===== config.mk =====
export PLATFORM = sky130hd
export DESIGN_NAME = mem_bus_ctrl
export DESIGN_NICKNAME = d
export VERILOG_FILES = /design/src/rtl/mem_bus_ctrl.sv
export SDC_FILE = /design/constraint.sdc
export NUM_CORES = 1
export LEC_CHECK = 0
export BUFFER_PORTS_ARGS = -buffer_cell sky130_fd_sc_hd__buf_2
export CORE_MARGIN = 5
export CORE_UTILIZATION = 30
export DETAILED_ROUTE_END_ITERATION = 8
export GPL_TIMING_DRIVEN = 0
export PLACE_DENSITY_LB_ADDON = 0.2
export SYNTH_ARGS = -nofsm -noshare
export SYNTH_HDL_FRONTEND = slang
export SYNTH_SLANG_ARGS = --single-unit

===== constraint.sdc =====
create_clock -name clk -period 5.7 [get_ports clk]
set_input_delay 0.855 -clock clk [delete_from_list [all_inputs] [get_ports clk]]
set_output_delay 0.855 -clock clk [all_outputs]
set_load 0.1 [all_outputs]

===== src/rtl/mem_bus_ctrl.sv =====
// mem_bus_ctrl: arbitrates one single-port RAM between instruction fetch and
// the MEM stage. Each access is a registered req/ack transaction. Each
// requester is stalled until its own transaction completes. A watchdog aborts
// accesses that the RAM never acknowledges.
module mem_bus_ctrl #(
    parameter int TIMEOUT = 16
) (
    input  logic        clk,
    input  logic        rst,
    input  logic        if_ce_i,
    input  logic [31:0] if_addr_i,
    output logic [31:0] if_data_o,
    output logic        if_stallreq_o,
    input  logic        mem_ce_i,
    input  logic        mem_we_i,
    input  logic [3:0]  mem_sel_i,
    input  logic [31:0] mem_addr_i,
    input  logic [31:0] mem_data_i,
    output logic [31:0] mem_data_o,
    output logic        mem_stallreq_o,
    input  logic        flush_i,
    output logic        ram_ce_o,
    output logic        ram_we_o,
    output logic [3:0]  ram_sel_o,
    output logic [31:0] ram_addr_o,
    output logic [31:0] ram_data_o,
    input  logic [31:0] ram_data_i,
    input  logic        ram_ack_i,
    output logic        bus_err_o
);

    // The counter keeps at least one bit so that TIMEOUT=0 (watchdog off) still elaborates.
    localparam int CW = (TIMEOUT < 1) ? 1 : $clog2(TIMEOUT + 1);
    localparam logic [CW-1:0] CNT_LAST = CW'((TIMEOUT > 0) ? (TIMEOUT - 1) : 0);
    localparam bit WDOG_ON = (TIMEOUT != 0);

    typedef enum logic [1:0] {IDLE, D_WAIT, I_WAIT} state_t;

    state_t        state_q, state_d;
    logic [CW-1:0] cnt_q, cnt_d;
    logic          d_done_q, d_done_d;
    logic          i_done_q, i_done_d;
    logic          iflush_q, iflush_d;     // fetch in flight was flushed; discard its result
    logic          ram_ce_q, ram_ce_d;
    logic          ram_we_q, ram_we_d;
    logic [3:0]    ram_sel_q, ram_sel_d;
    logic [31:0]   ram_addr_q, ram_addr_d;
    logic [31:0]   ram_data_q, ram_data_d;
    logic [31:0]   if_data_q, if_data_d;
    logic [31:0]   mem_data_q, mem_data_d;
    logic          bus_err_q, bus_err_d;

    logic d_req, i_req, expired, finish;
    logic [31:0] rd_word;

    assign d_req   = mem_ce_i & ~d_done_q;
    assign i_req   = if_ce_i & ~i_done_q & ~flush_i;
    assign expired = WDOG_ON && (cnt_q == CNT_LAST) && !ram_ack_i;
    assign finish  = ram_ack_i | expired;
    // A watchdog abort returns zero instead of whatever is on the RAM data bus.
    assign rd_word = ram_ack_i ? ram_data_i : 32'h0;

    // Next-state, arbitration and registered-output computation.
    always_comb begin
        state_d    = state_q;
        cnt_d      = cnt_q;
        d_done_d   = 1'b0;
        i_done_d   = 1'b0;
        iflush_d   = iflush_q;
        ram_ce_d   = ram_ce_q;
        ram_we_d   = ram_we_q;
        ram_sel_d  = ram_sel_q;
        ram_addr_d = ram_addr_q;
        ram_data_d = ram_data_q;
        if_data_d  = if_data_q;
        mem_data_d = mem_data_q;
        bus_err_d  = 1'b0;
        case (state_q)
            IDLE: begin
                // Data side first: it belongs to the older instruction.
                if (d_req) begin
                    state_d    = D_WAIT;
                    cnt_d      = '0;
                    ram_ce_d   = 1'b1;
                    ram_we_d   = mem_we_i;
                    ram_sel_d  = mem_sel_i;
                    ram_addr_d = mem_addr_i;
                    ram_data_d = mem_data_i;
                end else if (i_req) begin
                    state_d    = I_WAIT;
                    cnt_d      = '0;
                    iflush_d   = 1'b0;
                    ram_ce_d   = 1'b1;
                    ram_we_d   = 1'b0;
                    ram_sel_d  = 4'hF;
                    ram_addr_d = if_addr_i;
                    ram_data_d = 32'h0;
                end
            end
            D_WAIT: begin
                if (finish) begin
                    state_d   = IDLE;
                    ram_ce_d  = 1'b0;
                    ram_we_d  = 1'b0;
                    d_done_d  = 1'b1;
                    bus_err_d = expired;
                    if (!ram_we_q) begin
                        mem_data_d = rd_word;
                    end
                end else begin
                    cnt_d = cnt_q + 1'b1;
                end
            end
            I_WAIT: begin
                if (flush_i) begin
                    iflush_d = 1'b1;
                end
                if (finish) begin
                    state_d   = IDLE;
                    ram_ce_d  = 1'b0;
                    ram_we_d  = 1'b0;
                    bus_err_d = expired;
                    if (!flush_i && !iflush_q) begin
                        i_done_d  = 1'b1;
                        if_data_d = rd_word;
                    end
                end else begin
                    cnt_d = cnt_q + 1'b1;
                end
            end
            default: begin
                state_d  = IDLE;
                ram_ce_d = 1'b0;
                ram_we_d = 1'b0;
            end
        endcase
    end

    // State and output registers with synchronous reset.
    always_ff @(posedge clk) begin
        if (rst) begin
            state_q    <= IDLE;
            cnt_q      <= '0;
            d_done_q   <= 1'b0;
            i_done_q   <= 1'b0;
            iflush_q   <= 1'b0;
            ram_ce_q   <= 1'b0;
            ram_we_q   <= 1'b0;
            ram_sel_q  <= 4'h0;
            ram_addr_q <= 32'h0;
            ram_data_q <= 32'h0;
            if_data_q  <= 32'h0;
            mem_data_q <= 32'h0;
            bus_err_q  <= 1'b0;
        end else begin
            state_q    <= state_d;
            cnt_q      <= cnt_d;
            d_done_q   <= d_done_d;
            i_done_q   <= i_done_d;
            iflush_q   <= iflush_d;
            ram_ce_q   <= ram_ce_d;
            ram_we_q   <= ram_we_d;
            ram_sel_q  <= ram_sel_d;
            ram_addr_q <= ram_addr_d;
            ram_data_q <= ram_data_d;
            if_data_q  <= if_data_d;
            mem_data_q <= mem_data_d;
            bus_err_q  <= bus_err_d;
        end
    end

    assign if_stallreq_o  = if_ce_i & ~i_done_q & ~flush_i;
    assign mem_stallreq_o = mem_ce_i & ~d_done_q;
    assign if_data_o      = if_data_q;
    assign mem_data_o     = mem_data_q;
    assign ram_ce_o       = ram_ce_q;
    assign ram_we_o       = ram_we_q;
    assign ram_sel_o      = ram_sel_q;
    assign ram_addr_o     = ram_addr_q;
    assign ram_data_o     = ram_data_q;
    assign bus_err_o      = bus_err_q;

endmodule

======== After elaboration in Yosys (flattened, before gate mapping) ========
Index checks and enable logic that the tools add are counted.
cells by class
  $add $sub $neg .......................... 1
  $mul .................................... 0
  div/mod/pow operators ................... 0
  magnitude comparators ................... 0
  equality and inequality tests ........... 9
  shift operators ......................... 0
  muxes and demuxes ....................... 27
  bitwise operators ....................... 12
  reductions and logical operators ........ 19
operators with widths
  operator               number
  $mux W32               5
  $mux W5                3
  $pmux W5 S2            1
  $mux W1                9
  $reduce_and A3 Y1      3
  $mux W4                2
  $ne A2 B2 Y1 const B   4
  $not A1 Y1             8
  $mux W2                3
  $pmux W1 S2            3
  $reduce_bool A2 Y1     3
  $reduce_or A3 Y1       2
  $add A5 B1 Y5 const B  1
  $eq A5 B4 Y1 const B   1
  $pmux W2 S2            1
  $reduce_and A2 Y1      2
  $reduce_and A4 Y1      1
  $reduce_or A2 Y1       2
  $and A1 B1 Y1          3
  $logic_not A1 Y1       3
  $ne A3 B3 Y1 const B   1
  $eq A2 B1 Y1 const B   1
  $eq A2 B2 Y1 const B   1
  $logic_and A1 B1 Y1    2
  other kinds (3)        3
word-level totals
  bits in registers ....................... 145
  bits in latches ......................... 0
  bits in writable memories ............... 0
  bits in read-only memories .............. 0
  bits of input ports ..................... 139
  output and inout port bits .............. 137
  word-level logic and storage cells ...... 81
  memories ................................ 0

======== Logic depth before layout (Yosys ltp) ========
  word-level depth ........................ 6
  mapped depth ............................ 9
  depth with buffers taken out ............ 7

======== Worst setup path after synthesis ========
Ideal clock, no wire load.
  path kind ............................... input -> output
  start point ............................. input port mem_ce_i
  end point ............................... output port mem_stallreq_o
  arrival time ............................ 2.124 ns
  data required time ...................... 4.845 ns
  slack ................................... 2.721 ns
  stages .................................. 3
  buffers on the path ..................... 1
  path through ............................ nand2b_2 > clkinv_1 > clkbuf_1
between the ends
  longest elaborated chain between the ends .. 1
RTL lines
  element        RTL line  RTL
  from (decl)    14        input logic mem_ce_i,
  $and A1 B1 Y1  173       assign mem_stallreq_o = mem_ce_i & ~d_done_q;
  to (decl)      20        output logic mem_stallreq_o,
No other way between the ends.

======== Worst setup path after layout ========
Same ends and word-level chain as after synthesis.

==> metrics.csv <==
metric;value;unit
status;finished clean;
tns;0;ps
grt_util_met2;0.270;
routed_wl;18800;µm
relSlewSlack;0.494;
worstPathArrival;2160;ps
n_antenna_cell;0;
worst_path_largest_cell_delay;510;ps
drt-wirelength-per-cell;16.0;µm
synth_edf_count;0;
synth.top_cell.area_share;0.509;
leakage;3.56;nW
path_class;input pin to output pin;
post_synth.cell_area_avg;9.03;µm²
final_area;7910;µm²
cp_slowest_cell;buf_2;
multi_input_area;2490;µm²
slew_viol_final;0;
place_ws;2660;ps
endpoint_kind;output pin;
ctsHoldBuffers;0;
cts_buffers;17;
grt_usage;0.168;
regArea;2900;µm²
start_util;0.305;
max_clock_freq;332;MHz
skew;13.7;ps
min_period;3010;ps
place_congestion;0.769;
grt_use_met3;0.0632;
rsz0062_at_grt;no;
path_cells;buf_2 > nand2b_2 > clkinv_1 > clkbuf_1 > buf_2;
p_per_area;385;nW/µm²
synth_cells;631;
yosys_warnings;0;
rows;50;
post_cts_buffers;0;
remaining_drc_errors;0;
final_net_count;1068;
synthTopCellsByCount;dfxtp_1, nor2_1, nand2_1;
place_hpwl;14400;µm
yosysMostFrequentCell;dfxtp_1;
clock-sinks;145;
path_buf_inv;4;
clk_pin_slew;60;ps
synth_area;5700;µm²
clockRootBuffer;clkbuf_16;
grt_pass1_vias;5574;
clk_latency;410;ps
hold_path.class;register to register;
io_buffers;274;
grt_start_max_net_pins;17;
floorplan.die_area;21900;µm²
antenna_found_initial;0;
layoutNonFillerInstCount;1171;
drv_cap;0;
yosysTopAreaCell;dfxtp_1;
n_fill_cell;1919;
crit_fanout;10;
grt_pass1_wl;29400;µm
drt_iter0_markers;230;
grt_busiest_layer;met2;
io_pins;276;
dpl_cell_area;7360;µm²
synth_seq_area_share;0.509;
finalPower;3.04;mW
min_period_over_period;0.529;
vdd_drop_max;0.225;mV
cp_common_cell;buf_2;
drt_first_pass_iters;4;
core;18700;µm²
ys.flop_type;dfxtp_1;
ys_types;37;
h-tree-depth;4;
yosys-top-cells-area;dfxtp_1, a22oi_1, a311oi_2, nor2_1, nand2_1;
hold_viol;0;
vias;5547;
tritoncts;yes;
cts.repair.resized;0;
required;4850;ps
drive_gt1_frac;0.387;
async_flop_share;0;
worst_pin_slew;759;ps
worst_slack;2690;ps
dp.cells;1139;
drtAntennaViolNets;0;
grt-ovfl-total;0;
via_per_inst;4.74;
die_h;148;µm
clockBufferDepth;2;
critPathTopFamily;buffers and inverters;
ys_ff_latch;145;
synth_nets;775;
startpoint_type;input pin;
die_w;148;µm
syn2layout_area_growth;38.8;%
use_met1;0.214;
setup_viol_count_final;0;
==> flip-flops by register name (all words and copies together), names as in the netlist <==
name / cells
i_done_q: 1
ram_addr_o: 32
ram_data_o: 32
ram_we_o: 1
iflush_q: 1
mem_data_o: 32
ram_ce_o: 1
state_q: 2
ram_sel_o: 4
bus_err_o: 1
d_done_q: 1
if_data_o: 32
cnt_q: 5
==> cell families (layout without fill, tap and decap cells) <==
| group | count (synthesis) | after routing | share of synthesized area |
|---|---|---|---|
| AO/OA/AOI/OAI | 146 | 146 | 0.222 |
| buffers and inverters | 62 | 368 | 0.0533 |
| adder cells (fa/ha/maj) | 5 | 5 | 0.0110 |
| flip-flops | 145 | 145 | 0.509 |
| multiplexers | 2 | 2 | 0.00351 |
| AND/OR/NAND/NOR | 271 | 271 | 0.201 |
==> cell type report <==
class	instances	share of cell area
sequential	145	0.367
multi-input combinational	424	0.315
timing repair buffer	274	0.173
clock buffer	20	0.0552
tap	234	0.0370
buffer	56	0.0356
clock inverter	12	0.0138
inverter	6	0.00285
==> per-stage QoR <==
stage,utilization,hold slack (ps)
final,0.423,448
after floorplan,-,416
after global routing,0.423,471
after CTS,0.423,451
after global placement,0.394,435
after detailed placement,0.394,444
==> worst paths after layout <==
path / startpoint / to / slack [ps] / cells past startpoint
min reg2reg: mem_data_o[14] / mem_data_o[14] / 450 / 2
max reg2reg: cnt_q[0] / mem_data_o[7] / 3360 / 9
min: mem_data_o[14] / mem_data_o[14] / 450 / 2
max: mem_ce_i / mem_stallreq_o / 2690 / 5
==> placed cells by master (no fill, tap or decap), types with 3 or more instances in the layout <==
cell,count
nor3_1,8
buf_2,286
a22oi_1,65
nor3b_1,3
a311oi_2,32
dfxtp_1,145
a21oi_1,36
buf_6,7
clkbuf_1,38
nand3_1,35
inv_1,5
nor2_1,111
a211oi_1,3
clkbuf_16,17
nand2_1,100
clkinv_2,3
ha_1,5
clkinvlp_4,5
==> report_power, final <==
part	switching (mW)	total [mW]	leakage (nW)	internal, mW
Combinational	0.695	0.887	2.13	0.193
Sequential	0.0329	1.11	1.18	1.08
Clock	0.442	1.04	0.253	0.601
Total	1.17	3.04	3.56	1.87
==> per-layer routing <==
layer / vias to the layer above / routed length, µm
met5: - / 0
met4: 0 / 170
met3: 11 / 1540
met2: 196 / 8770
met1: 2545 / 8280
li1: 2795 / -
==> worst reg2reg max path: stages, from the launching register on <==
cell and delay [ps]:
dfxtp_1 340, ha_1 230, and3_1 190, ha_1 240, nor2_1 230, or3b_2 160
clkbuf_1 220, clkbuf_1 410, nand2_1 100, a21oi_1 140
Power figures use the tool's default switching activity.
